<file path="src/rtl/mu0_mem_arbiter.sv">
// Two-requester round-robin arbiter in front of a single-ported MU0 memory.
// Optional build macro MU0_ARB_LOCK_EN adds lock0/lock1 so an owner can keep the memory.
module mu0_mem_arbiter #(
    parameter int unsigned MEM_WAIT = 0
) (
    input  logic        clk,
    input  logic        rst,
    input  logic        req0,
    input  logic        req1,
    input  logic        we0,
    input  logic        we1,
    input  logic [11:0] addr0,
    input  logic [11:0] addr1,
    input  logic [15:0] wdata0,
    input  logic [15:0] wdata1,
`ifdef MU0_ARB_LOCK_EN
    input  logic        lock0,
    input  logic        lock1,
`endif
    output logic        ack0,
    output logic        ack1,
    output logic [15:0] rdata,
    output logic [1:0]  gnt,
    output logic [11:0] mem_addr,
    output logic [15:0] mem_wdata,
    output logic        mem_rd,
    output logic        mem_wr,
    input  logic [15:0] mem_rdata
);

    typedef enum logic [1:0] {
        IDLE   = 2'd0,
        ACCESS = 2'd1,
        RESP   = 2'd2
    } state_t;

    state_t      state, state_nx;
    logic [2:0]  wait_cnt;
    logic [1:0]  gnt_q;
    logic        last_q;      // 1 when requester 1 was granted last
    logic        we_q;
    logic [11:0] addr_q;
    logic [15:0] wdata_q;
    logic [15:0] rdata_q;
    logic        elig0, elig1, win1;
`ifdef MU0_ARB_LOCK_EN
    logic        locked_q;
`endif

    // NOTE: every always_comb output gets a default first so no path infers a latch.
    always_comb begin
        elig0 = req0;
        elig1 = req1;
`ifdef MU0_ARB_LOCK_EN
        if (locked_q) begin
            elig0 = req0 & ~last_q;
            elig1 = req1 & last_q;
        end
`endif
        win1     = elig1 & (~elig0 | ~last_q);
        state_nx = state;
        case (state)
            IDLE:    if (elig0 | elig1) state_nx = ACCESS;
            ACCESS:  if (wait_cnt == 3'd0) state_nx = RESP;
            RESP:    state_nx = IDLE;
            default: state_nx = IDLE;
        endcase
    end

    // NOTE: sequential state uses non-blocking assignments so every register samples pre-edge values.
    always_ff @(posedge clk or posedge rst) begin
        if (rst) begin
            state <= IDLE;
        end else begin
            state <= state_nx;
        end
    end

    always_ff @(posedge clk or posedge rst) begin
        if (rst) begin
            gnt_q    <= 2'b00;
            wait_cnt <= 3'd0;
            last_q   <= 1'b1;
            we_q     <= 1'b0;
            addr_q   <= 12'd0;
            wdata_q  <= 16'd0;
            rdata_q  <= 16'd0;
`ifdef MU0_ARB_LOCK_EN
            locked_q <= 1'b0;
`endif
        end else begin
            case (state)
                IDLE: begin
                    if (elig0 | elig1) begin
                        gnt_q    <= win1 ? 2'b10 : 2'b01;
                        we_q     <= win1 ? we1 : we0;
                        addr_q   <= win1 ? addr1 : addr0;
                        wdata_q  <= win1 ? wdata1 : wdata0;
                        wait_cnt <= 3'(MEM_WAIT);
                    end
                end
                ACCESS: begin
                    if (wait_cnt != 3'd0) begin
                        wait_cnt <= wait_cnt - 3'd1;
                    end else begin
                        last_q <= gnt_q[1];
                        if (!we_q) rdata_q <= mem_rdata;
                    end
                end
                RESP: begin
                    gnt_q <= 2'b00;
`ifdef MU0_ARB_LOCK_EN
                    locked_q <= gnt_q[1] ? lock1 : lock0;
`endif
                end
                default: gnt_q <= 2'b00;
            endcase
        end
    end

    // Enables and bus are decoded from state so a reset drops them without waiting for an edge.
    assign ack0      = (state == RESP) & gnt_q[0];
    assign ack1      = (state == RESP) & gnt_q[1];
    assign gnt       = gnt_q;
    assign rdata     = rdata_q;
    assign mem_rd    = (state == ACCESS) & ~we_q;
    assign mem_wr    = (state == ACCESS) & we_q;
    assign mem_addr  = (state == ACCESS) ? addr_q : 12'd0;
    assign mem_wdata = (state == ACCESS) ? wdata_q : 16'd0;

endmodule

</file>
<file path="config.mk">
export PLATFORM = sky130hd
export DESIGN_NAME = mu0_mem_arbiter
export DESIGN_NICKNAME = d
export VERILOG_FILES = /design/src/rtl/mu0_mem_arbiter.sv
export SDC_FILE = /design/constraint.sdc
export NUM_CORES = 1
export LEC_CHECK = 0
export CORE_MARGIN = 3
export CORE_UTILIZATION = 43
export DETAILED_ROUTE_END_ITERATION = 8
export GPL_TIMING_DRIVEN = 1
export PLACE_DENSITY = 0.85
export SYNTH_ARGS = -nofsm -noshare
export SYNTH_HDL_FRONTEND = slang
export SYNTH_SLANG_ARGS = --single-unit
</file>
<file path="constraint.sdc">
create_clock -name clk -period 5 [get_ports clk]
set_clock_uncertainty 0.1 [all_clocks]
set_input_delay 1 -clock clk [delete_from_list [all_inputs] [get_ports clk]]
set_output_delay 1 -clock clk [all_outputs]
set_load 0.02 [all_outputs]
</file>
==> flow_summary_export.csv, run 1 <==
group,metric,value,unit
route,drc,0,
sta,setup-tns-final,0,ns
floorplan,die_w,82.7,um
final_layout,drive_above_1_share,0.0919,
route,drt-initial-drc-count,117,
sta,setup_viol,0,
grt,grtUsageTotal,0.198,
cts,numCtsBuffers,5,
final_layout,layout-area-overhead-vs-synth,54.4,%
hold_path,hold_path.startpoint,"wait_cnt[1]",
final_layout,final_util,0.696,
grt,antenna_found_initial,0,
sta,worst_hold_slack,0.396,ns
cts,htree_levels,2,
synth,ys_seq_area_frac,0.525,
worst_setup_path,r2r_start,"state[0]",
sta,setup_ws,1.41,ns
synth,ys_ff_latch,53,
synth,synth_cells,243,
worst_setup_path,path_class,"reg -> out",
final_layout,multi_input_area,1090,um^2
route,drt-wirelength-per-cell,15.8,um
route,viasPerCell,5.16,
cts,worstSkewPairLatency,0.29,ns
cts,cts_tree,"yes",
worst_setup_path,critPathLaunchType,"flip-flop",
worst_setup_path,required,3.90,ns
placed_design,detailed_place_hpwl,4.91,mm
worst_setup_path,endpoint_kind,"output pin",
sta,hold_violations,0,
hold_path,hp-class,"reg -> reg",
cts,cts-root-buf,"clkbuf_8",
floorplan,rows,27,
route,route.vias.total,2226,
sta,rsz0062_at_grt,"no",
worst_setup_path,cp.arrival,2.49,ns
floorplan,initial_core_util,0.451,
cts,postCtsHoldBufs,0,
floorplan,fp.dieArea,6840,um^2
run,maxCapViolCount,0,
floorplan,die_y,82.7,um
sta,max_freq,278,MHz
power_and_ir_drop,cellPowerDensity,575,nW/um^2
worst_setup_path,reg2reg_depth,3,
final_layout,register_area,1330,um^2
power_and_ir_drop,leakage,1.65,nW
route,ant_nets,0,
route,drtPass1Iterations,4,
hold_path,hold-path-cell-count,1,
route,postRouteWirelength,6.82,mm
cts,cts.path.max_buffers,2,
grt,grt_pass1_vias,2223,
cts,clkSlewWorstSetupHoldPaths,0.10,ns
sta,min_period_over_period,0.719,
worst_setup_path,critPathMaxFanout,32,
sta,slew_headroom,0.182,
synth,syn_area,2530,um^2
placed_design,dp_slack,1.70,ns
final_layout,nNetsFinal,438,
placed_design,post-place-cells,423,
cts,post-cts-setup-buffers,0,
power_and_ir_drop,total_power,2.25,mW
final_layout,antennaDiodeCount,0,
grt,grt_max_degree,54,
floorplan,boundaryPins,128,
floorplan,core,5610,um^2
synth,ys_types,29,
status,status,"finished clean",
sta,final_max_slew_viol_count,0,
worst_setup_path,crit_start,"state[0]",
grt,grt_overflow_total,0,
synth,synth_warnings,0,
grt,grt_pass1_wl,10.3,mm
synth,avgSynthCellArea,10.4,um^2
sta,tightest_slew,1.22,ns
placed_design,place.gp.congestion,0.786,
placed_design,placed_area,3800,um^2
placed_design,portBuffers,127,
cts,cts_num_sinks,53,
synth,syn_nets,323,
final_layout,fill_cells,456,
final_layout,finalInstanceArea,3910,um^2
cts,cts.repair.resized,0,
power_and_ir_drop,max-vdd-ir-drop,366,uV
sta,post-route-min-period,3.59,ns
final_layout,final_cells,431,
-- cell usage in the layout, fill, tap and decap left out, drive strengths merged, types with 4 or more instances in the layout --
cell / synthesis / layout
clkbuf: 8 / 7
clkdlybuf4s50: 0 / 127
a21oi: 18 / 18
inv: 6 / 6
nor2b: 4 / 4
a31oi: 17 / 17
mux2: 17 / 17
a221o: 12 / 12
and2: 31 / 31
and3: 13 / 13
nand2: 35 / 35
dfrtp: 52 / 52
-- sequential cells by signal, indices dropped and copies added, names as in the netlist --
name,flops
addr_q,12
gnt,2
last_q,1
rdata,16
state,2
wait_cnt,3
wdata_q,16
we_q,1
-- report_power, final --
group / internal (mW) / switching [mW] / total (mW) / leakage [nW]
clock: 0.125 / 0.133 / 0.258 / 0.0542
sequential: 0.639 / 0.121 / 0.759 / 0.625
combinational: 0.619 / 0.610 / 1.23 / 0.972
-- final cells by class --
cell class,count,share of cell area
Multi-Input combinational cell,165,0.280
Inverter,6,0.00577
Timing Repair Buffer,127,0.326
Sequential cell,53,0.340
Clock inverter,1,0.00128
Clock buffer,7,0.0247
Tap cell,72,0.0231
-- critical path, stage by stage, from the launching register on --
cell             delay [ns]
dfrtp_1                0.46
nor2b_2                0.85
and2_1                 0.26
clkdlybuf4s50_1        0.62
-- routing by layer --
metal / global-route usage / wire length [um] / vias to the layer above
li1: - / - / 1077
met1: 0.241 / 2770 / 1060
met2: 0.339 / 3430 / 83
met5: 0 / 0 / -
met3: 0.0564 / 546 / 6
met4: 0.0621 / 77 / 0
-- cells in the mapped netlist --
cell type	instances	area, um^2
and3_1	13	81.3
and2_1	31	194
or2_2	1	6.26
and3b_1	2	17.5
nor2b_1	3	18.8
nor3b_1	1	7.51
dfrtp_1	52	1300
nand2_1	35	131
clkbuf_1	8	30.0
a22oi_1	1	7.51
mux2_2	17	191
buf_4	1	7.51
o2bb2ai_1	2	17.5
a21oi_1	18	90.1
inv_1	6	22.5
a221o_1	12	120
a21bo_2	1	10.0
a21boi_0	2	15.0
or3b_2	1	8.76
nor2_1	2	7.51
buf_6	1	11.3
ha_1	2	25.0
a21o_1	1	7.51
nor2b_2	1	8.76
a31oi_1	17	106
o21bai_1	1	7.51
dfstp_2	1	26.3
buf_2	9	45.0
o22ai_1	1	6.26
-- kinds of logic (layout without fill, tap and decap cells) --
logic type | after synthesis | after routing | synth area share
adder cells (fa/ha/maj) | 2 | 2 | 0.00989
flip-flops | 53 | 53 | 0.525
AND/OR/NAND/NOR | 90 | 90 | 0.190
buffers and inverters | 25 | 141 | 0.0460
multiplexers | 17 | 17 | 0.0757
AO/OA/AOI/OAI | 56 | 56 | 0.153
-- worst paths after layout --
check | to | slack, ns
hold / removal | wait_cnt[1] | 0.40
hold reg to reg | wait_cnt[1] | 0.40
min in group asynchronous | addr_q[2] | 1.19
max in group asynchronous | state[1] | 2.94
setup reg to reg | rdata[5] | 2.29
setup / recovery | mem_wdata[15] | 1.41
No activity file was read; power rests on OpenSTA's default activity.
==> inputs of run 2 (changes only) <==
Settings changed: CORE_UTILIZATION 43 to 36, PLACE_DENSITY 0.85 to 0.76.
Clock period 5 ns to 3.3 ns, I/O delays scaled along.
==> flow_summary_export.csv, run 2 (synthesized netlist as in run 1, its figures left out) <==
group,metric,value,unit
status,status,"finished clean",
final_layout,antennaDiodeCount,0,
worst_setup_path,cp.arrival,2.02,ns
sta,slew_headroom,0.526,
route,drt-initial-drc-count,46,
floorplan,initial_core_util,0.385,
cts,post-cts-setup-buffers,0,
cts,cts_num_sinks,53,
route,viasPerCell,4.89,
final_layout,finalInstanceArea,3960,um^2
worst_setup_path,critPathMaxStageDelay,0.61,ns
sta,setup-tns-final,0,ns
cts,clkSlewWorstSetupHoldPaths,0.08,ns
route,drt-wirelength-per-cell,14.8,um
cts,worstSkewPairLatency,0.29,ns
grt,grt_overflow_total,0,
placed_design,dp_slack,0.696,ns
cts,postCtsHoldBufs,0,
power_and_ir_drop,p_comb_frac,0.550,
route,drc,0,
route,drtPass1Iterations,4,
floorplan,die_w,89.8,um
worst_setup_path,critPathMaxFanout,32,
sta,setup_ws,0.519,ns
cts,cts_tree,"yes",
grt,antenna_found_initial,0,
placed_design,portBuffers,127,
route,drt-met1-wl,2.93,mm
final_layout,layout-area-overhead-vs-synth,56.6,%
cts,cts.path.max_buffers,2,
run,maxCapViolCount,0,
route,highest_layer,"met4",
sta,rsz0062_at_grt,"no",
route,wl_met3,463,um
grt,grt_max_degree,35,
sta,hold_violations,0,
final_layout,layout_common_cells,"clkdlybuf4s50_1, dfrtp_1, nand2_1, and2_1, a21oi_1",
cts,htree_levels,2,
final_layout,drive_above_1_share,0.102,
placed_design,detailed_place_hpwl,5.08,mm
cts,numCtsBuffers,5,
final_layout,nNetsFinal,442,
power_and_ir_drop,cellPowerDensity,863,nW/um^2
power_and_ir_drop,max-vdd-ir-drop,331,uV
grt,grt_pass1_wl,11.3,mm
route,route.vias.total,2229,
worst_setup_path,endpoint_kind,"output pin",
route,wl_met2,3.28,mm
floorplan,fp.dieArea,8070,um^2
hold_path,hold-path-cell-count,1,
sta,tightest_slew,0.710,ns
floorplan,boundaryPins,128,
route,postRouteWirelength,6.73,mm
sta,post-route-min-period,2.78,ns
floorplan,die_y,89.8,um
worst_setup_path,path_class,"reg -> out",
sta,max_freq,360,MHz
power_and_ir_drop,intPower,2.11,mW
final_layout,layout_commonest_cell,"clkdlybuf4s50_1",
sta,setup_viol,0,
placed_design,place.gp.congestion,0.740,
final_layout,final_cells,456,
grt,grtUsageTotal,0.169,
worst_setup_path,required,2.54,ns
grt,grt_pass1_vias,2343,
power_and_ir_drop,leakage,1.67,nW
power_and_ir_drop,clock_power_share,0.116,
sta,final_max_slew_viol_count,0,
floorplan,rows,29,
power_and_ir_drop,p_sw,1.30,mW
worst_setup_path,cpMaxStageDelayCell,"clkdlybuf4s50_1",
worst_setup_path,critPathLaunchType,"flip-flop",
placed_design,placed_area,3860,um^2
worst_setup_path,reg2reg_depth,4,
floorplan,core,6570,um^2
power_and_ir_drop,seqPwrFrac,0.334,
power_and_ir_drop,switching_share,0.381,
cts,cts.repair.resized,0,
route,ant_nets,0,
worst_setup_path,path_cells,"nor2b_2 > buf_4 > and2_1 > clkdlybuf4s50_1",
sta,min_period_over_period,0.843,
cts,cts-root-buf,"clkbuf_8",
placed_design,post-place-cells,448,
hold_path,hp-class,"reg -> reg",
[run 2: metrics by stage]
stage	hold WS, ns	total power [mW]	util
5_1_grt	0.413	3.66	0.603
6_report	0.392	3.42	0.603
4_1_cts	0.400	3.46	0.603
3_3_place_gp	0.375	3.01	0.588
2_1_floorplan	0.356	2.26	-
3_5_place_dp	0.377	3.06	0.588
[run 2: metal layers]
layer,vias up,track usage
met5,-,0
met4,0,0.0383
met3,6,0.0467
met2,81,0.290
met1,1057,0.213
li1,1085,-
[run 2: power groups by stage]
| stage | clock network, mW | registers [mW] | logic (mW) |
|---|---|---|---|
| after detailed placement | 0 | 1.16 | 1.90 |
| after global placement | 0 | 1.15 | 1.87 |
| after global routing | 0.437 | 1.19 | 2.03 |
| after CTS | 0.407 | 1.15 | 1.91 |
| after floorplan | 0 | 1.25 | 1.01 |
| final | 0.396 | 1.14 | 1.88 |
[run 2: worst paths after layout]
path	startpoint	slack [ns]	endpoint
min	wait_cnt[2]	0.39	wait_cnt[2]
max reg2reg	state[0]	1.11	rdata[9]
min reg2reg	wait_cnt[2]	0.39	wait_cnt[2]
max	state[0]	0.52	mem_wdata[11]
max in group asynchronous	rst	1.68	rdata[5]
min in group asynchronous	rst	0.68	wdata_q[12]
[run 2: final cells by class]
type | count | area [um^2]
Multi-Input combinational cell | 165 | 1090
Sequential cell | 53 | 1330
Fill cell | 550 | 2610
Clock buffer | 7 | 96.3
Clock inverter | 1 | 5.00
Inverter | 6 | 22.5
Tap cell | 93 | 116
Timing Repair Buffer | 131 | 1300
[run 2: critical path, delay by kind of cell, from the launching register on]
kind / cells / cell delay (ns)
buf+inv: 2 / 0.88
simple gates: 2 / 0.38
flops: 1 / 0.47
==> inputs of run 3 (changes only) <==
Settings changed: CORE_UTILIZATION 36 to 40, PLACE_DENSITY 0.76 to 0.8.
Clock period 3.3 ns to 2.9 ns, I/O delays scaled along.
==> flow_summary_export.csv, run 3 (synthesized netlist as in run 1, its figures left out) <==
group,metric,value,unit
route,highest_layer,"met4",
floorplan,initial_core_util,0.420,
worst_setup_path,endpoint_kind,"output pin",
worst_setup_path,critPathLaunchType,"flip-flop",
grt,grt_pass1_wl,10.8,mm
placed_design,dp_slack,0.494,ns
route,wl_met2,3.35,mm
cts,numCtsBuffers,5,
cts,post-cts-setup-buffers,0,
placed_design,portBuffers,127,
grt,grt_pass1_vias,2225,
worst_setup_path,required,2.22,ns
worst_setup_path,cpMaxStageDelayCell,"clkdlybuf4s50_1",
route,viasPerCell,5.09,
route,drt-initial-drc-count,71,
sta,setup_viol,0,
sta,setup-tns-final,0,ns
sta,post-route-min-period,2.64,ns
cts,cts.repair.resized,0,
final_layout,final_util,0.654,
floorplan,rows,28,
sta,worst_hold_slack,0.395,ns
floorplan,die_w,85.5,um
route,ant_nets,0,
cts,htree_levels,2,
sta,final_max_slew_viol_count,0,
route,drt-met1-wl,2.82,mm
cts,cts.path.max_buffers,2,
placed_design,post-place-cells,432,
final_layout,antennaDiodeCount,0,
sta,min_period_over_period,0.909,
final_layout,finalInstanceArea,3940,um^2
worst_setup_path,critPathMaxStageDelay,0.61,ns
final_layout,layout_common_cells,"clkdlybuf4s50_1, dfrtp_1, nand2_1, and2_1, a21oi_1",
cts,clkSlewWorstSetupHoldPaths,0.09,ns
floorplan,boundaryPins,128,
cts,postCtsHoldBufs,0,
hold_path,hp-class,"reg -> reg",
status,status,"finished clean",
final_layout,final_cells,438,
placed_design,place.gp.congestion,0.764,
route,wl_met3,490,um
grt,antenna_found_initial,0,
cts,cts-root-buf,"clkbuf_8",
worst_setup_path,critPathMaxFanout,17,
worst_setup_path,cp_top_family,"buffers and inverters",
sta,tightest_slew,0.760,ns
final_layout,fill_cells,489,
power_and_ir_drop,total_power,3.84,mW
sta,slew_headroom,0.493,
floorplan,die_y,85.5,um
power_and_ir_drop,cellPowerDensity,975,nW/um^2
sta,setup_ws,0.265,ns
placed_design,placed_area,3860,um^2
final_layout,drive_above_1_share,0.102,
placed_design,detailed_place_hpwl,4.99,mm
sta,rsz0062_at_grt,"no",
route,drtPass1Iterations,4,
grt,grt_max_degree,54,
worst_setup_path,path_cells,"nor2b_2 > buf_4 > and2_1 > clkdlybuf4s50_1",
worst_setup_path,path_class,"reg -> out",
floorplan,core,6030,um^2
cts,cts_tree,"yes",
final_layout,layout_commonest_cell,"clkdlybuf4s50_1",
sta,hold_violations,0,
worst_setup_path,cp.arrival,1.96,ns
grt,grtUsageTotal,0.186,
final_layout,layout-area-overhead-vs-synth,55.7,%
floorplan,fp.dieArea,7320,um^2
grt,grt_overflow_total,0,
power_and_ir_drop,max-vdd-ir-drop,638,uV
final_layout,nNetsFinal,444,
route,route.vias.total,2228,
cts,cts_num_sinks,53,
worst_setup_path,path_buf_inv,2,
power_and_ir_drop,leakage,1.67,nW
route,drt-wirelength-per-cell,15.3,um
cts,worstSkewPairLatency,0.30,ns
route,drc,0,
run,maxCapViolCount,0,
route,postRouteWirelength,6.68,mm
sta,max_freq,379,MHz
==> run 3: changes by cell type in the layout (fill, tap and decap cells not counted), sizes merged <==
| cell | delta |
|---|---|
| buf | +2 |
| clkbuf | -2 |
==> run 3: final timing paths <==
path	from	end	slack (ns)	depth (start not counted)
worst max-delay path	state[0]	mem_wdata[11]	0.26	4
max in group asynchronous	rst	last_q	1.87	3
min in group asynchronous	rst	wdata_q[14]	0.54	3
worst max register to register	state[0]	rdata[13]	0.73	4
worst min-delay path	wait_cnt[2]	wait_cnt[2]	0.39	1
worst min register to register	wait_cnt[2]	wait_cnt[2]	0.39	1
==> run 3: layout make-up <==
class / instances / area (um^2) / share of cell area
timing repair buffer: 133 / 1330 / 0.337
clock buffer: 5 / 68.8 / 0.0175
multi-input combinational: 165 / 1090 / 0.277
tap: 75 / 93.8 / 0.0238
clock inverter: 1 / 5.00 / 0.00127
inverter: 6 / 22.5 / 0.00572
sequential: 53 / 1330 / 0.337
==> run 3: routing by layer <==
layer | vias up | track usage
li1 | 1088 | -
met1 | 1059 | 0.234
met2 | 79 | 0.309
met3 | 2 | 0.0596
met4 | 0 | 0.0532
met5 | - | 0
==> run 3: power by group <==
group	switching, mW	internal (mW)	leakage (nW)	total (mW)
Combinational	1.06	1.10	1.01	2.16
Sequential	0.195	1.10	0.625	1.30
Clock	0.228	0.160	0.0399	0.387
